$ cat config.mk
export PLATFORM = sky130hd
export DESIGN_NAME = rst_clken_seq
export DESIGN_NICKNAME = d
export VERILOG_FILES = /design/src/rtl/rst_clken_seq_pkg.sv /design/src/rtl/rst_clken_seq_clken_div.sv /design/src/rtl/rst_clken_seq.sv
export SDC_FILE = /design/constraint.sdc
export NUM_CORES = 1
export LEC_CHECK = 0
export BUFFER_PORTS_ARGS = -buffer_cell sky130_fd_sc_hd__clkbuf_2
export CAP_MARGIN = 20
export CORE_AREA = 3 3 84 86
export DETAILED_ROUTE_END_ITERATION = 7
export DIE_AREA = 0 0 87 89
export PLACE_DENSITY_LB_ADDON = 0.15
export SYNTH_ARGS = -nofsm -noshare
export SYNTH_HDL_FRONTEND = slang
export SYNTH_SLANG_ARGS = --single-unit
$ cat constraint.sdc
create_clock -name clock -period 1.6 [get_ports clock]
set_input_delay 0.08 -clock clock [delete_from_list [all_inputs] [get_ports clock]]
set_output_delay 0.08 -clock clock [all_outputs]
set_load 0.01 [all_outputs]
$ cat src/rtl/rst_clken_seq_pkg.sv
// Shared definitions for rst_clken_seq: sequencer states, default parameters
// and the counter-width helper.
package rst_clken_pkg;

    localparam int unsigned DEF_N_CH        = 4;
    localparam int unsigned DEF_HOLD_CYCLES = 16;
    localparam int unsigned DEF_STAGE_GAP   = 4;
    localparam int unsigned DEF_DIV_W       = 8;

    typedef enum logic [1:0] {
        SYNC,
        HOLD,
        STAGE,
        RUN
    } seq_state_t;

    // Bits needed to count 0..n-1, never less than one.
    function automatic int unsigned cnt_w(input int unsigned n);
        return (n < 2) ? 1 : $clog2(n);
    endfunction

endpackage

$ cat src/rtl/rst_clken_seq_clken_div.sv
// Per-channel clock-enable divider: emits a one-cycle strobe every div_eff
// cycles once its channel reset is released, with freeze/step override.
module clken_div
    import rst_clken_pkg::*;
#(
    parameter int unsigned DIV_W = DEF_DIV_W
) (
    input  logic             clock,
    input  logic             reset,
    input  logic             rst,
    input  logic [DIV_W-1:0] div,
    input  logic             freeze,
    input  logic             step,
    output logic             en
);

    logic [DIV_W-1:0] cnt;
    logic [DIV_W-1:0] last;

    // A ratio of 0 behaves as 1.
    assign last = (div == '0) ? '0 : div - DIV_W'(1);

    always_ff @(posedge clock or negedge reset) begin
        if (!reset) begin
            cnt <= '0;
            en  <= 1'b0;
        end else if (rst) begin
            cnt <= '0;
            en  <= 1'b0;
        end else if (freeze) begin
            en  <= step;
        end else if (cnt >= last) begin
            // >= so a ratio lowered below the running count wraps at once.
            cnt <= '0;
            en  <= 1'b1;
        end else begin
            cnt <= cnt + DIV_W'(1);
            en  <= 1'b0;
        end
    end

endmodule

$ cat src/rtl/rst_clken_seq.sv
// Reset sequencer and clock-enable generator: synchronises reset release,
// releases N_CH channel resets in staggered order and drives per-channel
// divided enables. Single-step support is built when RST_CLKEN_STEP_EN is defined.
module rst_clken_seq
    import rst_clken_pkg::*;
#(
    parameter int unsigned N_CH        = DEF_N_CH,
    parameter int unsigned HOLD_CYCLES = DEF_HOLD_CYCLES,
    parameter int unsigned STAGE_GAP   = DEF_STAGE_GAP,
    parameter int unsigned DIV_W       = DEF_DIV_W
) (
    input  logic                  clock,
    input  logic                  reset,
    input  logic [N_CH*DIV_W-1:0] div_i,
`ifdef RST_CLKEN_STEP_EN
    input  logic                  step_mode_i,
    input  logic                  step_i,
`endif
    output logic [N_CH-1:0]       rst_o,
    output logic [N_CH-1:0]       en_o,
    output logic                  ready_o
);

    localparam int unsigned HW = cnt_w(HOLD_CYCLES);
    localparam int unsigned GW = cnt_w(STAGE_GAP);
    localparam int unsigned IW = cnt_w(N_CH);

    localparam logic [HW-1:0] HOLD_LAST = HW'(HOLD_CYCLES - 1);
    localparam logic [GW-1:0] GAP_LAST  = GW'(STAGE_GAP - 1);
    localparam logic [IW-1:0] LAST_IDX  = IW'(N_CH - 1);

    seq_state_t      state;
    logic            sync1;
    logic            sync2;
    logic [HW-1:0]   hold_cnt;
    logic [GW-1:0]   gap_cnt;
    logic [IW-1:0]   idx;
    logic [IW-1:0]   nidx;
    logic [N_CH-1:0] rst_r;
    logic            ready_r;
    logic            rel0;
    logic            freeze;
    logic            step;

    always_ff @(posedge clock or negedge reset) begin
        if (!reset) begin
            sync1 <= 1'b0;
            sync2 <= 1'b0;
        end else begin
            sync1 <= 1'b1;
            sync2 <= sync1;
        end
    end

    // The edge that leaves SYNC is hold cycle 0, so channel 0 is released
    // exactly HOLD_CYCLES edges after the synchroniser output rises.
    always_comb begin
        rel0 = 1'b0;
        if (state == SYNC)
            rel0 = sync2 && (HOLD_CYCLES == 1);
        else if (state == HOLD)
            rel0 = (hold_cnt == HOLD_LAST);
    end

    assign nidx = idx + IW'(1);

    always_ff @(posedge clock or negedge reset) begin
        if (!reset) begin
            state    <= SYNC;
            hold_cnt <= '0;
            gap_cnt  <= '0;
            idx      <= '0;
            rst_r    <= '1;
            ready_r  <= 1'b0;
        end else if (rel0) begin
            rst_r[0] <= 1'b0;
            idx      <= '0;
            gap_cnt  <= '0;
            if (N_CH == 1) begin
                state   <= RUN;
                ready_r <= 1'b1;
            end else begin
                state <= STAGE;
            end
        end else begin
            case (state)
                SYNC: begin
                    if (sync2) begin
                        state    <= HOLD;
                        hold_cnt <= HW'(1);
                    end
                end
                HOLD: begin
                    hold_cnt <= hold_cnt + HW'(1);
                end
                STAGE: begin
                    if (gap_cnt == GAP_LAST) begin
                        rst_r[nidx] <= 1'b0;
                        idx         <= nidx;
                        gap_cnt     <= '0;
                        if (nidx == LAST_IDX) begin
                            state   <= RUN;
                            ready_r <= 1'b1;
                        end
                    end else begin
                        gap_cnt <= gap_cnt + GW'(1);
                    end
                end
                RUN: begin
                    state <= RUN;
                end
                default: begin
                    state <= SYNC;
                end
            endcase
        end
    end

`ifdef RST_CLKEN_STEP_EN
    assign freeze = step_mode_i && (state == RUN);
    assign step   = freeze && step_i;
`else
    assign freeze = 1'b0;
    assign step   = 1'b0;
`endif

    // Dividers use the synchronised reset so a reset glitch clears them too.
    for (genvar k = 0; k < N_CH; k++) begin : g_ch
        clken_div #(
            .DIV_W(DIV_W)
        ) u_div (
            .clock (clock),
            .reset (sync2),
            .rst   (rst_r[k]),
            .div   (div_i[k*DIV_W +: DIV_W]),
            .freeze(freeze),
            .step  (step),
            .en    (en_o[k])
        );
    end

    assign rst_o   = rst_r;
    assign ready_o = ready_r;

endmodule

## After elaboration in Yosys (flattened, before gate mapping)

Cells that the tools add are included.

- Word-level logic and storage cells: 102
- Bits of input ports: 34
- Output and inout port bits: 9
- Flip-flop bits (word level): 53

- Mux-type cells: 40
- Bitwise gates (word level): 3
- $add $sub $neg: 11
- Order comparisons: 6
- Reductions and logical operators: 15
- Equality and inequality tests: 10

Operator list:

| cell | number |
|---|---|
| two-way mux 8 bit | 12 |
| adder 8 x 1 -> 8 bit, second input constant | 4 |
| greater-or-equal comparator 8 bit | 4 |
| zero test 8 bit | 4 |
| subtractor 8 x 1 -> 8 bit, second input constant | 4 |
| two-way mux 2 bit | 10 |
| two-way mux 1 bit | 14 |
| != test 3 bit, second input constant | 3 |
| == test 2 bit, second input constant | 4 |
| one-hot mux 4 bit (2 select lines) | 1 |
| AND reduction 4 bit | 2 |
| one-hot mux 2 bit (3 select lines) | 1 |
| AND reduction 3 bit | 2 |
| nonzero test 2 bit | 3 |
| adder 2 x 1 -> 2 bit, second input constant | 2 |
| adder 4 x 1 -> 4 bit, second input constant | 1 |
| bitwise AND 4 bit | 1 |
| == test 4 bit, second input constant | 1 |
| two-way mux 4 bit | 1 |
| NOT 4 bit | 1 |
| nonzero test 4 bit | 1 |
| < comparator 2 x 3 -> 1 bit, second input constant | 1 |
| demux 1 bit (select 2 bit) | 1 |
| == test 2 x 1 -> 1 bit, second input constant | 1 |
| 6 further kinds | 6 |

## Depth between registers and ports, before layout

Gate-level depths: netlist of the first run.

- Depth after elaboration: 10
- Depth in mapped cells: 11
- Gate-level depth less buffers: 11

## Modules after synthesis

A second synthesis of the first run with hierarchy kept.

- Cells, all modules: 450
- Area, all modules: 4048.9 sq um

By module, submodules not included:

| module | cells an instance | instances | area an instance (sq um) |
|---|---|---|---|
| clken_div | 93 | 4 | 794.5 |
| rst_clken_seq | 78 | 1 | 870.8 |

## Least setup slack after synthesis of the first run

Ideal clock, no wire load.

- Path kind: input-to-reg
- Start point: input div_i[16]
- End point: register g_ch[2].u_div.en
- Data required time: 1.471 ns
- Stages on the path: 10
- Setup time: 0.129 ns
- Data arrival time: 2.444 ns
- Slack: -0.974 ns
- Path buffers: 0
- Cell sequence: inv_1 ha_1 or3b_4 or3_4 and2_1 ha_1 and3_1 o21ai_1 a31oi_4 o41a_1

- Cells in the longest elaborated chain, start to end: 5
- Elaborated cells between the ends (all ways): 6
- Those cells by class: add/sub: 1; order compare: 1; mux: 3; reduce/logical: 1

RTL lines:

| item | RTL line | text |
|---|---|---|
| start, declared | rst_clken_seq.sv:14 | `input logic [N_CH*DIV_W-1:0] div_i,` |
| subtractor 8 x 1 -> 8 bit or zero test 8 bit (tied branches) | rst_clken_seq_clken_div.sv:21 | `assign last = (div == '0) ? '0 : div - DIV_W'(1);` |
| two-way mux 8 bit (*) | rst_clken_seq_clken_div.sv:21 |  |
| greater-or-equal comparator 8 bit (*) | rst_clken_seq_clken_div.sv:32 | `end else if (cnt >= last) begin` |
| two-way mux 1 bit (*) | rst_clken_seq_clken_div.sv:32 |  |
| two-way mux 1 bit (*) | rst_clken_seq_clken_div.sv:27 | `end else if (rst) begin` |
| end signal, assigned | rst_clken_seq_clken_div.sv:31 | `en <= step;` |
| end, declared | rst_clken_seq_clken_div.sv:14 | `output logic en` |

Mark *: on every way between the ends. The rest lies on a longest branch, timed or not.
A chain may end at the register's enable or synchronous reset.

## Final worst setup path of the first run

- Start point: input div_i[17]
- End point: register g_ch[2].u_div.cnt[4]

- Cells in the longest elaborated chain, start to end: 5
- Elaborated cells between the ends (all ways): 6
- Those cells by class: add/sub: 1; order compare: 1; mux: 3; reduce/logical: 1

RTL lines:

| item | RTL line | text |
|---|---|---|
| subtractor 8 x 1 -> 8 bit or zero test 8 bit (tied branches) | rst_clken_seq_clken_div.sv:21 |  |
| two-way mux 8 bit (*) | rst_clken_seq_clken_div.sv:21 |  |
| greater-or-equal comparator 8 bit (*) | rst_clken_seq_clken_div.sv:32 |  |
| two-way mux 8 bit (*) | rst_clken_seq_clken_div.sv:32 |  |
| two-way mux 8 bit (*) | rst_clken_seq_clken_div.sv:27 |  |
| end signal, assigned | rst_clken_seq_clken_div.sv:37 | `cnt <= cnt + DIV_W'(1);` |
| end, declared | rst_clken_seq_clken_div.sv:17 | `logic [DIV_W-1:0] cnt;` |

Marks and branches as above.

==> results of run 1 <==
placed cells by master (no fill, tap or decap), types with 8 or more instances in the layout:
| master | netlist | final |
|---|---|---|
| a21oi_1 | 17 | 12 |
| xnor2_1 | 14 | 14 |
| ha_4 | 0 | 13 |
| nand2_1 | 30 | 21 |
| buf_4 | 8 | 89 |
| nand3_1 | 24 | 24 |
| nor2_2 | 0 | 9 |
| xor2_1 | 22 | 22 |
| clkbuf_2 | 0 | 33 |
| nor2b_1 | 13 | 10 |
| ha_1 | 46 | 33 |
| dfrtp_1 | 49 | 48 |
| inv_1 | 21 | 13 |
| and3_1 | 11 | 10 |
| nor2_1 | 26 | 13 |
| clkbuf_8 | 0 | 8 |
| nor3_2 | 15 | 13 |
state kept, by name, indices dropped and copies added (netlist names):
register        flops
g_ch.u_div.cnt     32
g_ch.u_div.en       4
hold_cnt            4
rst_o               4
gap_cnt             2
idx                 2
state               2
ready_o             1
sync1               1
sync2               1
worst reg2reg max path: stages, from the launching register on:
cell and delay, ns:
dfrtp_1 0.41, ha_1 0.33, and4_1 0.26, or4_4 0.62
nor3_4 0.21
worst paths after layout:
| path | from | to | slack [ns] | cells past startpoint |
|---|---|---|---|---|
| max in group asynchronous | reset | rst_o[2] | 1.04 | 2 |
| min in group clock | sync1 | sync2 | 0.37 | 0 |
| hold / removal | reset | idx[1] | 0.22 | 2 |
| setup reg to reg | g_ch[2].u_div.cnt[6] | g_ch[2].u_div.cnt[4] | -0.30 | 4 |
| hold reg to reg | sync2 | g_ch[0].u_div.cnt[3] | 0.30 | 1 |
| setup / recovery | div_i[17] | g_ch[2].u_div.cnt[4] | -0.65 | 10 |
cell families after synthesis:
family / Yosys count / synth area share [%]
compound gates: 54 / 10.1
xor+xnor: 36 / 8.36
fa+ha+maj: 46 / 15.3
buf+inv: 34 / 4.61
flops: 53 / 35.3
mux: 5 / 1.33
other cells: 1 / 0.0994
simple gates: 162 / 24.9
routing by layer:
layer	up-vias	global-route usage [%]	part of all wire [%]
met3	42	4.24	4.1
met5	-	0	0
met1	1679	30.8	38
li1	1641	-	-
met2	112	44.5	53
met4	0	9.07	4.5
layout make-up:
type	count	area (um^2)	share of cell area, %
Tap cell	77	96.3	1.76
Clock inverter	2	10.0	0.183
Inverter	23	136	2.49
Multi-Input combinational cell	304	2780	50.7
Sequential cell	53	1330	24.4
Clock buffer	6	72.6	1.33
Timing Repair Buffer	136	1050	19.1
per-stage QoR:
stage / instance area [um^2] / hold slack, ns / util [%]
detailed placement: 4720 / 0.0255 / 74.4
floorplan: 3920 / -0.216 / -
global placement: 4720 / 0.0267 / 74.4
CTS: 5250 / 0.220 / 82.7
global route: 5470 / 0.259 / 86.1
finish: 5470 / 0.221 / 86.1
what timing repair did:
item	CTS	global route
endpoints found under the hold margin	17	0
hold buffers	1	0
gates cloned	0	0
setup buffers	11	7
gates resized for setup	69	38
pin swaps	32	29
endpoints found under the setup margin	36	36
where the power goes:
group | internal, W | switching (W) | total (W)
Combinational | 0.00186 | 0.00181 | 0.00367
Clock | 0.000305 | 0.000436 | 0.000740
Sequential | 0.00180 | 0.000424 | 0.00222
==> flow_metrics.py, run 1 <==
metrics = {
    "die": {
        "rows": 29,
        "dieWidth_um": 87,
        "num_io_pins": 43,
        "core-area_mm2": 0.00635,
        "start_util_pct": 59.4,
        "die_h_um": 89,
        "die_area_mm2": 0.00774,
    },
    "timing": {
        "report.final.slew_viol_count": 0,
        "period_minus_slack_ns": 2.25,
        "setup_viol": 36,
        "rsz0062_at_grt": "true",
        "setup_tns_ns": -14.93,
        "clock_skew_ns": 0.00892,
        "max_freq_mhz": 444,
        "setup_ws_ns": -0.654,
        "hold_viol": 0,
        "fin_crit_sh_pct": 141,
    },
    "placed_design": {
        "place.gp.congestion": 0.804,
        "portBuffers": 42,
        "dpl.hpwl_mm": 6.30,
        "numPlacedInstances": 577,
        "place_ws_ns": -0.989,
    },
    "synth": {
        "ys_warn_count": 0,
        "synth_edf_count": 0,
        "synth_seq_cells": 53,
        "synthCells": 391,
        "synthArstFlopShare_pct": 100,
        "synth_top_area_share_pct": 32.5,
        "yosysMostFrequentCell": "dfrtp_1",
        "synth_top_area_cell": "dfrtp_1",
        "synth_cell_types": 51,
        "syn_area_per_cell_um2": 9.65,
        "synth_common_cells": "49 x dfrtp_1, 46 x ha_1, 30 x nand2_1, 26 x nor2_1, 24 x nand3_1",
        "seq_area_frac_synth_pct": 35.3,
        "syn-cell-area_mm2": 0.00377,
        "synth-main-ff-cell": "dfrtp_1",
        "synth_area_leaders": "dfrtp_1 33%, ha_1 15%, xor2_1 5.1%",
        "syn_nets": 471,
    },
    "grt": {
        "grt_util_all_layers_pct": 25.1,
        "grt_pass1_wl_mm": 15.5,
        "grt_pass1_vias": 3456,
        "grt_max_degree": 20,
        "antenna_found_initial": 0,
        "grt_overflow": 0,
    },
    "cts": {
        "cts_tree": "built",
        "cts_buffers": 5,
        "cts_root_buf": "clkbuf_8",
        "cts.sinks": 53,
        "clk_pin_slew_ns": 0.10,
        "clock_path_buffers": 2,
        "clk_latency_ns": 0.31,
        "h-tree-depth": 2,
    },
    "final_layout": {
        "stdcell_count": 601,
        "finalNetCount": 603,
        "drive_gt1_share_pct": 48.5,
        "n_fill_cell": 315,
        "antennaDiodeCount": 0,
        "area_growth_syn_to_layout_pct": 45.0,
    },
    "route": {
        "ant_nets": 0,
        "vias": 3474,
        "wl_per_cell_um": 17.8,
        "vias_per_cell": 5.78,
        "first_pass_iters": 4,
        "routed_wl_mm": 10.7,
        "drtIter0Drc": 217,
        "drc": 0,
    },
    "pwr": {
        "p_leak_nw": 2.59,
        "ir_worst_vdd_mv": 1.09,
        "p_total_w": 0.00663,
        "p_per_area_mw_per_mm2": 1210,
    },
    "setup_path": {
        "crit_family": "simple AND/OR/NAND/NOR gates",
        "critPathCaptureType": "flip-flop",
        "cp_max_fo": 8,
        "critPathLaunchType": "input port",
        "required_ns": 1.84,
        "crit_slowest_cell": "or4_4",
        "crit_path_max_incr_delay_ns": 0.62,
        "cp_common_cell": "nor3_4",
        "critPathBufInv": 2,
        "crit_path_cell_trace": "clkbuf_16 > inv_12 > ha_4 > or3b_4 > nor3_4 > mux2i_1 > ha_1 > and4_1 > or4_4 > nor3_4",
        "cp.arrival_ns": 2.50,
        "critical_path_class": "in2reg",
    },
    "outcome": {
        "outcome": "finished with violations",
        "violations": "negative setup slack",
    },
    "flow_run": {
        "max_cap_viol_count": 0,
    },
    "worst_hold_path": {
        "holdCritPathClass": "in2async",
    },
}
No activity file was read; power rests on OpenSTA's default activity.
==> inputs of run 2 (changes only) <==
- CORE_AREA: 3 3 84 86 -> 3 3 88 90
- DIE_AREA: 0 0 87 89 -> 0 0 91 93
- clock period: 1.6 -> 1.8 ns (I/O delays scaled with it)
==> run 2 against run 1 <==
  * Setup slack improved by 0.28 ns
  * Sequential power is 7% lower
  * Total power fell by 17%
  * The run still ends with negative setup slack left
  * Critical path depth stayed put
  * Count of clock-buffer cells in the layout is the same
  * Final area fell by 3.5%
  * Largest cell class unchanged
==> flow_metrics.py, run 2 (synthesized netlist as in run 1, its figures left out) <==
metrics = {
    "cts": {
        "clk_pin_slew_ns": 0.09,
        "cts_tree": "built",
        "cts_root_buf": "clkbuf_8",
        "clock_path_buffers": 2,
        "h-tree-depth": 2,
        "cts_buffers": 5,
        "cts.sinks": 53,
        "clk_latency_ns": 0.30,
    },
    "timing": {
        "setup_ws_ns": -0.379,
        "report.final.slew_viol_count": 0,
        "rsz0062_at_grt": "true",
        "setup_viol": 34,
        "clock_skew_ns": 0.00615,
        "hold_viol": 0,
        "max_freq_mhz": 459,
        "period_minus_slack_ns": 2.18,
        "fin_crit_sh_pct": 121,
    },
    "grt": {
        "grt_pass1_wl_mm": 13.0,
        "grt_max_degree": 20,
        "antenna_found_initial": 0,
        "grt_overflow": 0,
        "grt_util_all_layers_pct": 18.4,
        "grt_pass1_vias": 3084,
    },
    "final_layout": {
        "antennaDiodeCount": 0,
        "top_register": "g_ch.u_div.cnt",
        "finalNetCount": 573,
        "n_fill_cell": 528,
        "final_common_cell": "buf_4",
        "largest_reg_flops": 32,
        "drive_gt1_share_pct": 45.7,
        "finalInstanceArea_mm2": 0.00528,
        "area_growth_syn_to_layout_pct": 39.9,
        "layout_common_cells": "58 x buf_4, 49 x dfrtp_1, 35 x clkbuf_2",
    },
    "route": {
        "vias": 3118,
        "wl_per_cell_um": 13.5,
        "routed_wl_mm": 8.02,
        "ant_nets": 0,
        "first_pass_iters": 4,
        "drtIter0Drc": 99,
        "drc": 0,
        "vias_per_cell": 5.26,
    },
    "pwr": {
        "ir_worst_vdd_mv": 0.726,
        "p_per_area_mw_per_mm2": 1040,
        "p_total_w": 0.00549,
        "p_leak_nw": 2.41,
    },
    "flow_run": {
        "max_cap_viol_count": 0,
    },
    "setup_path": {
        "crit_path_cell_trace": "clkbuf_16 > inv_12 > ha_4 > or3b_4 > or3_4 > nand2_1 > ha_1 > and4_4 > or4_4 > nor3_2",
        "crit_slowest_cell": "or4_4",
        "rr_worst_depth": 5,
        "required_ns": 2.03,
        "critPathCaptureType": "flip-flop",
        "cp.arrival_ns": 2.41,
        "r2r_slack_ns": 0.02,
        "cp_max_fo": 8,
        "critPathBufInv": 2,
        "r2r_end": "g_ch[2].u_div.cnt[4]",
        "crit_path_max_incr_delay_ns": 0.52,
        "r2r-start": "g_ch[2].u_div.cnt[6]",
        "crit_family": "simple AND/OR/NAND/NOR gates",
        "critical_path_class": "in2reg",
        "critPathLaunchType": "input port",
    },
    "placed_design": {
        "place.gp.congestion": 0.792,
        "place_area_mm2": 0.00457,
        "dpl.hpwl_mm": 5.64,
        "portBuffers": 42,
    },
    "die": {
        "die_area_mm2": 0.00846,
        "num_io_pins": 43,
        "die_h_um": 93,
        "rows": 31,
        "dieWidth_um": 91,
        "core-area_mm2": 0.00714,
        "start_util_pct": 52.9,
    },
    "outcome": {
        "outcome": "finished with violations",
        "violations": "negative setup slack",
    },
    "worst_hold_path": {
        "holdCritPathClass": "in2async",
    },
}
run 2: final cells by class:
| cell class | instances | area [um^2] | area share, % |
|---|---|---|---|
| flip-flops and latches | 53 | 1330 | 25.2 |
| clock buffers | 6 | 82.6 | 1.57 |
| clock inverters | 2 | 13.8 | 0.261 |
| inverters | 23 | 124 | 2.35 |
| well taps | 99 | 124 | 2.35 |
| multi-input cells | 304 | 2800 | 53.0 |
| repair buffers | 106 | 802 | 15.2 |
run 2: timing repair:
action,CTS,global route
buffers inserted,8,3
pin swaps,24,27
cloned,0,0
gates resized for setup,41,60
endpoints found under the hold margin,13,0
hold buffers,1,0
endpoints found under the setup margin,34,35
run 2: report_power, final:
part	leakage [nW]	total (W)	switching, W	internal [W]
registers	0.660	0.00207	0.000466	0.00160
clock network	0.0512	0.000689	0.000377	0.000312
logic	1.70	0.00273	0.00130	0.00143
run 2: metrics by stage:
stage | instances | util (%) | TNS (ns) | worst slack [ns] | hold slack, ns
floorplan | 391 | - | -9.90 | -0.573 | -0.206
global placement | 575 | 64.0 | -18.12 | -0.729 | 0.0543
detailed placement | 575 | 64.0 | -19.83 | -0.829 | 0.0452
CTS | 592 | 69.5 | -4.46 | -0.410 | 0.241
global route | 593 | 73.9 | -7.58 | -0.464 | 0.272
finish | 593 | 73.9 | -5.03 | -0.379 | 0.248
run 2: worst max-delay path by stage:
stage                         start                    to  slack (ns)  cells after the start
after CTS                 div_i[17]  g_ch[2].u_div.cnt[4]       -0.41                     11
after global placement    div_i[17]      g_ch[2].u_div.en       -0.73                     11
final                     div_i[17]  g_ch[2].u_div.cnt[4]       -0.38                     10
after floorplan           div_i[17]      g_ch[2].u_div.en       -0.57                     10
after global routing      div_i[17]  g_ch[2].u_div.cnt[4]       -0.46                     11
after detailed placement  div_i[17]  g_ch[2].u_div.cnt[7]       -0.83                     11
run 2: routing by layer:
layer  up-vias  wire length (um)  global-route usage [%]
met2        37              4120                    32.6
met3        10               193                    3.14
met5         -                 0                       0
li1       1578                 -                       -
met1      1493              3590                    23.0
met4         0               118                    5.65
run 2: worst reg2reg max path, delay by kind of cell, from the launching register on:
kind	cells	cell delay [ns]
fa+ha+maj	1	0.33
compound gates	1	0.15
simple gates	3	0.84
flops	1	0.40
